===== src/rtl/lsu_bus_ctrl.sv =====
// lsu_bus_ctrl: multi-cycle load/store bus controller behind the LSU.
// Accepts one access at a time and drives a valid/ready word bus with byte strobes.
// Returns extended load data, or an error for an illegal/misaligned access or a bus timeout.
module lsu_bus_ctrl #(
  parameter int unsigned TIMEOUT = 255
) (
  input  logic        clk,
  input  logic        rst,
  input  logic        req_valid,
  output logic        req_ready,
  input  logic        req_we,
  input  logic [2:0]  req_funct3,
  input  logic [31:0] req_addr,
  input  logic [31:0] req_wdata,
  output logic        resp_valid,
  output logic [31:0] resp_rdata,
  output logic        resp_err,
  output logic        bus_req_valid,
  input  logic        bus_req_ready,
  output logic        bus_we,
  output logic [31:0] bus_addr,
  output logic [31:0] bus_wdata,
  output logic [3:0]  bus_wstrb,
  input  logic        bus_resp_valid,
  input  logic [31:0] bus_rdata,
  input  logic        bus_resp_err
);

  typedef enum logic [1:0] {
    ST_IDLE = 2'd0,
    ST_REQ  = 2'd1,
    ST_WAIT = 2'd2,
    ST_RESP = 2'd3
  } state_t;

  // Last counter value before the transaction is abandoned.
  localparam logic [7:0] TO_LAST = 8'(TIMEOUT - 1);

  state_t      state_r, state_s;
  logic [7:0]  cnt_r;
  logic        we_r;
  logic [2:0]  funct3_r;
  logic [1:0]  lane_r;
  logic [31:0] bus_addr_r, bus_wdata_r;
  logic [3:0]  bus_wstrb_r;
  logic [31:0] resp_rdata_r, resp_rdata_s;
  logic        resp_err_r, resp_err_s;
  logic        accept_s;
  logic        timeout_s;

  // Unsupported funct3 for the direction, or an address not aligned to the access size.
  function automatic logic access_bad(input logic we, input logic [2:0] f3, input logic [1:0] a);
    logic bad_f3;
    logic misal;
    if (we) begin
      bad_f3 = f3[2] || (f3[1:0] == 2'b11);
    end else begin
      bad_f3 = (f3 == 3'b011) || (f3 == 3'b110) || (f3 == 3'b111);
    end
    misal = ((f3[1:0] == 2'b01) && a[0]) || ((f3[1:0] == 2'b10) && (a != 2'b00));
    return bad_f3 || misal;
  endfunction

  function automatic logic [3:0] strb_of(input logic [2:0] f3, input logic [1:0] a);
    case (f3[1:0])
      2'b00:   return 4'b0001 << a;
      2'b01:   return 4'b0011 << a;
      2'b10:   return 4'b1111;
      default: return 4'b0000;
    endcase
  endfunction

  // Replicate store data into every lane so the strobes alone pick the bytes.
  function automatic logic [31:0] wdata_of(input logic [2:0] f3, input logic [31:0] d);
    case (f3[1:0])
      2'b00:   return {4{d[7:0]}};
      2'b01:   return {2{d[15:0]}};
      default: return d;
    endcase
  endfunction

  function automatic logic [31:0] load_ext(input logic [2:0] f3, input logic [1:0] a,
                                           input logic [31:0] d);
    logic [31:0] sh;
    logic [15:0] half;
    sh   = d >> {a, 3'b000};
    half = a[1] ? d[31:16] : d[15:0];
    case (f3)
      3'b000:  return {{24{sh[7]}}, sh[7:0]};
      3'b001:  return {{16{half[15]}}, half};
      3'b010:  return d;
      3'b100:  return {24'd0, sh[7:0]};
      3'b101:  return {16'd0, half};
      default: return 32'd0;
    endcase
  endfunction

  assign timeout_s = (cnt_r == TO_LAST);

  // Next-state logic plus the response word/err to capture on entry to RESP.
  always_comb begin
    state_s      = state_r;
    accept_s     = 1'b0;
    resp_err_s   = 1'b0;
    resp_rdata_s = 32'd0;
    case (state_r)
      ST_IDLE: begin
        if (req_valid) begin
          accept_s = 1'b1;
          if (access_bad(req_we, req_funct3, req_addr[1:0])) begin
            state_s    = ST_RESP;
            resp_err_s = 1'b1;
          end else begin
            state_s = ST_REQ;
          end
        end else begin
          state_s = ST_IDLE;
        end
      end
      ST_REQ: begin
        if (timeout_s) begin
          state_s    = ST_RESP;
          resp_err_s = 1'b1;
        end else if (bus_req_ready) begin
          state_s = ST_WAIT;
        end else begin
          state_s = ST_REQ;
        end
      end
      ST_WAIT: begin
        if (bus_resp_valid) begin
          state_s    = ST_RESP;
          resp_err_s = bus_resp_err;
          if (bus_resp_err || we_r) begin
            resp_rdata_s = 32'd0;
          end else begin
            resp_rdata_s = load_ext(funct3_r, lane_r, bus_rdata);
          end
        end else if (timeout_s) begin
          state_s    = ST_RESP;
          resp_err_s = 1'b1;
        end else begin
          state_s = ST_WAIT;
        end
      end
      ST_RESP: begin
        state_s = ST_IDLE;
      end
      default: begin
        state_s = ST_IDLE;
      end
    endcase
  end

  // State, timeout counter and registered response.
  always_ff @(posedge clk or negedge rst) begin
    if (!rst) begin
      state_r      <= ST_IDLE;
      cnt_r        <= 8'd0;
      resp_rdata_r <= 32'd0;
      resp_err_r   <= 1'b0;
    end else begin
      state_r      <= state_s;
      resp_rdata_r <= resp_rdata_s;
      resp_err_r   <= resp_err_s;
      if (state_r == ST_IDLE) begin
        cnt_r <= 8'd0;
      end else if ((state_r == ST_REQ) || (state_r == ST_WAIT)) begin
        cnt_r <= cnt_r + 8'd1;
      end else begin
        cnt_r <= cnt_r;
      end
    end
  end

  // Latch the accepted request and its bus-side encoding; held until the next accept.
  always_ff @(posedge clk or negedge rst) begin
    if (!rst) begin
      we_r        <= 1'b0;
      funct3_r    <= 3'd0;
      lane_r      <= 2'd0;
      bus_addr_r  <= 32'd0;
      bus_wdata_r <= 32'd0;
      bus_wstrb_r <= 4'd0;
    end else if (accept_s) begin
      we_r        <= req_we;
      funct3_r    <= req_funct3;
      lane_r      <= req_addr[1:0];
      bus_addr_r  <= {req_addr[31:2], 2'b00};
      bus_wdata_r <= req_we ? wdata_of(req_funct3, req_wdata) : 32'd0;
      bus_wstrb_r <= req_we ? strb_of(req_funct3, req_addr[1:0]) : 4'd0;
    end
  end

  assign req_ready     = (state_r == ST_IDLE);
  assign resp_valid    = (state_r == ST_RESP);
  assign resp_rdata    = resp_rdata_r;
  assign resp_err      = resp_err_r;
  assign bus_req_valid = (state_r == ST_REQ);
  assign bus_we        = we_r;
  assign bus_addr      = bus_addr_r;
  assign bus_wdata     = bus_wdata_r;
  assign bus_wstrb     = bus_wstrb_r;

endmodule

===== config.mk =====
export PLATFORM = sky130hd
export DESIGN_NAME = lsu_bus_ctrl
export DESIGN_NICKNAME = d
export VERILOG_FILES = /design/src/rtl/lsu_bus_ctrl.sv
export SDC_FILE = /design/constraint.sdc
export NUM_CORES = 1
export LEC_CHECK = 0
export CAP_MARGIN = 30
export CORE_UTILIZATION = 25
export DETAILED_ROUTE_END_ITERATION = 10
export PLACE_DENSITY = 0.51
export SETUP_SLACK_MARGIN = 0.05
export SYNTH_ARGS = -nofsm -noshare
export SYNTH_HDL_FRONTEND = slang
export SYNTH_SLANG_ARGS = --single-unit

===== constraint.sdc =====
create_clock -name clk -period 5 [get_ports clk]
set_input_delay 0.5 -clock clk [delete_from_list [all_inputs] [get_ports clk]]
set_output_delay 0.5 -clock clk [all_outputs]
set_load 0.01 [all_outputs]

==> impl_results.md <==
* Io pins at 211
* P&R area growth vs syn at 57.3%
* Synth area leader: dfrtp_1
* Avg Cell Area, Syn at 10.8 um2
* Drt drc at 0
* Clock share of power at 29.6%
* Most frequently used flop master after synthesis: dfrtp_1
* CTS Buf Count at 17
* Routability cong. at 0.819
* Design internal power at 2.97 mW
* Required @ worst endpoint at 4.50 ns
* Total negative slack at 0 ns
* Crit Path Max Fanout at 15
* Met2 WL at 7.16 mm
* Fmax at 398 MHz
* DPL Wire Length at 11.7 mm
* Postcts setup bufs at 0
* Clock Tree Buf Depth at 2
* Vias after detailed routing at 4362
* H-tree depth at 4
* Final wirelength at 16.0 mm
* Final hold viol count at 0
* Worst Tran Pin Value at 0.954 ns
* Drt pass-1 iters at 6
* Max VDD drop at 0.000251 V
* Count of flip-flops with a built-in enable after synthesis at 0
* Hold buffers post-CTS at 0
* Final setup viols at 0
* Final period util at 50.3%
* Min Tclk post-route at 2.52 ns
* Clock Sinks at 115
* Sequential area share after synthesis at 56.2%
* Antenna diodes at 0
* Fill count at 1908
* Slew margin rel. at 36.4%
* Die height at 145 um
* I/O Buffers at 208
* Total chip power at 4.40 mW
* Nature of the critical path endpoint: output port
* Resize count post-CTS at 0
* Vias in the first global route at 4690
* Asr flop ratio synth at 100%
* First-pass GRT wire length at 25.7 mm
* Vias/cell at 4.57
* Metal3 WL at 1.51 mm
* Root Buffer: clkbuf_16
* Initial Util at 25.9%
* Max cap viols at 0
* Die ar. at 21100 um2
* Die X at 145 um
* Sequential power share at 33.5%
* Grt ovf at 0
* Largest net degree at the start of global routing at 84
* Final ANT Viol Nets at 0
* Final Slew Violations at 0
* Initial drt markers at 136
* Leakage at 3.31 nW
* Cell Rows at 51
* RSZ-0062 raised after global routing: no
* TritonCTS clock tree: built
* Worst path arrival time at 2.02 ns
* Nets at 784
* Share of power burned in combinational logic at 36.9%
* Pwr dens at 546 nW/um2
* Hold Crit Class: in2async
* Startpoint Class: register
* WL met1 at 7.07 mm
* Status: finished, final reports clean
* Clock Skew at 0.0116 ns
* Top layer in use: met4
* Mapped cell area at 5120 um2
* Critical path type: reg2out
* Clk_lat worst skew at 0.41 ns
* Core area at 19800 um2
* #FFs+latches synth at 115
* Yosys warning count at 0
* Area contributors post-synth: dfrtp_1 56%, mux2_2 6.4%, nand2_1 5.6%
* Sw Ratio at 32.4%
* Area share of the largest cell type after synthesis at 56.2%
* Fraction of layout instances using a drive strength above 1 at 11.6%
* Antenna violations before repair at 1
* GRT Total Usage at 15.8%
* Clock Pin Slew Worst Setup and Hold Paths at 0.06 ns
* Util after Layout at 40.7%
* Post-Synthesis Cells at 476
* Psw at 1.42 mW
* Post-synth cell types at 41
* Avg WL per Cell at 16.8 um
[registers in the layout (all words and copies together) (netlist names)]
name and flops:
resp_err 1, bus_addr 30, cnt_r 8, lane_r 2, bus_we 1, bus_wdata 32
bus_wstrb 4, funct3_r 3, resp_rdata 32, state_r 2
[metrics by stage]
step,worst slack (ns),std cells,area [um2],hold WS [ns]
after floorplan,3.36,477,5120,0.204
after global placement,2.51,922,7420,0.462
after detailed placement,2.50,922,7420,0.473
after CTS,2.46,954,8060,0.224
after global routing,2.35,954,8060,0.263
final,2.48,954,8060,0.192
[critical path, stage by stage (launching register included)]
cell	delay [ns]
dfrtp_1	0.64
nor2b_1	0.36
clkdlybuf4s50_1	0.60
[synth_stat cells, types with 3 or more instances]
master and n:
buf_4 3, buf_2 8, a222oi_1 7, mux2_2 29
a21oi_1 26, o21ai_0 44, inv_1 6, nor2b_1 21
dfrtp_1 115, a22oi_1 9, nor3_1 8, nor2_1 20
clkbuf_1 19, o21ai_1 6, nand2_1 76, mux2i_1 10
a21oi_2 10, nand3_1 7, mux2_1 22, nand4_1 4
[power by group through the flow]
stage          registers [mW]  logic (mW)  clock network, mW
2_1_floorplan            1.55       0.725                  0
3_3_place_gp             1.48        1.63                  0
3_5_place_dp             1.49        1.64                  0
4_1_cts                  1.48        1.65               1.33
5_1_grt                  1.53        1.77               1.38
6_report                 1.48        1.62               1.30
[final cells by class]
cell class                 count  area [um2]  area share (%)
clock buffer                  19         453            5.62
sequential                   115        2880            35.7
inverter                       6        22.5           0.280
timing repair buffer         211        2100            26.1
clock inverter                13         181            2.25
multi-input combinational    325        2090            25.9
tap                          265         332            4.12
[per-layer routing]
metal | track usage, % | up-vias
met5 | 0 | -
met4 | 6.74 | 0
met3 | 6.54 | 24
met2 | 24.1 | 204
met1 | 19.7 | 2068
li1 | - | 2066
[placed cells by master, fill, tap and decap left out, drive strengths merged, types with 2 or more instances in the layout]
cell           instances
nand4                  4
nand2                 76
clkdlybuf4s50        207
nor3b                  2
nand3                  7
inv                    7
nor2                  21
a21oi                 36
nor2b                 21
or2                    3
conb                   2
nor3                   8
nand2b                 2
xnor2                  2
clkinv                 3
ha                     2
o21ai                 50
a22oi                  9
mux2i                 10
mux2                  51
clkbuf                19
or3                    2
buf                    4
a222oi                 7
bufinv                 4
clkinvlp               5
dfrtp                115
[path summary, 6_finish.rpt]
kind / startpoint / to / cells past startpoint / slack (ns)
setup / recovery: state_r[0] / bus_req_valid / 2 / 2.48
hold / removal: rst / bus_wdata[26] / 1 / 0.19
setup reg to reg: lane_r[1] / resp_rdata[18] / 4 / 2.69
hold reg to reg: bus_wdata[3] / bus_wdata[3] / 2 / 0.48
max in group asynchronous: rst / cnt_r[0] / 2 / 3.58
min in group clk: bus_wdata[3] / bus_wdata[3] / 2 / 0.48
[cell families (layout without fill, tap and decap cells)]
family                   Yosys count  count (layout)  share of synthesized area (%)
buffers and inverters             37             249                           3.27
multiplexers                      62              62                           13.6
adder cells (fa/ha/maj)            2               2                          0.489
other                              1               2                         0.0732
XOR/XNOR                           2               2                          0.342
AO/OA/AOI/OAI                    107             107                           12.6
AND/OR/NAND/NOR                  150             150                           13.5
flip-flops                       115             115                           56.2
No activity file was read; power rests on OpenSTA's default activity.
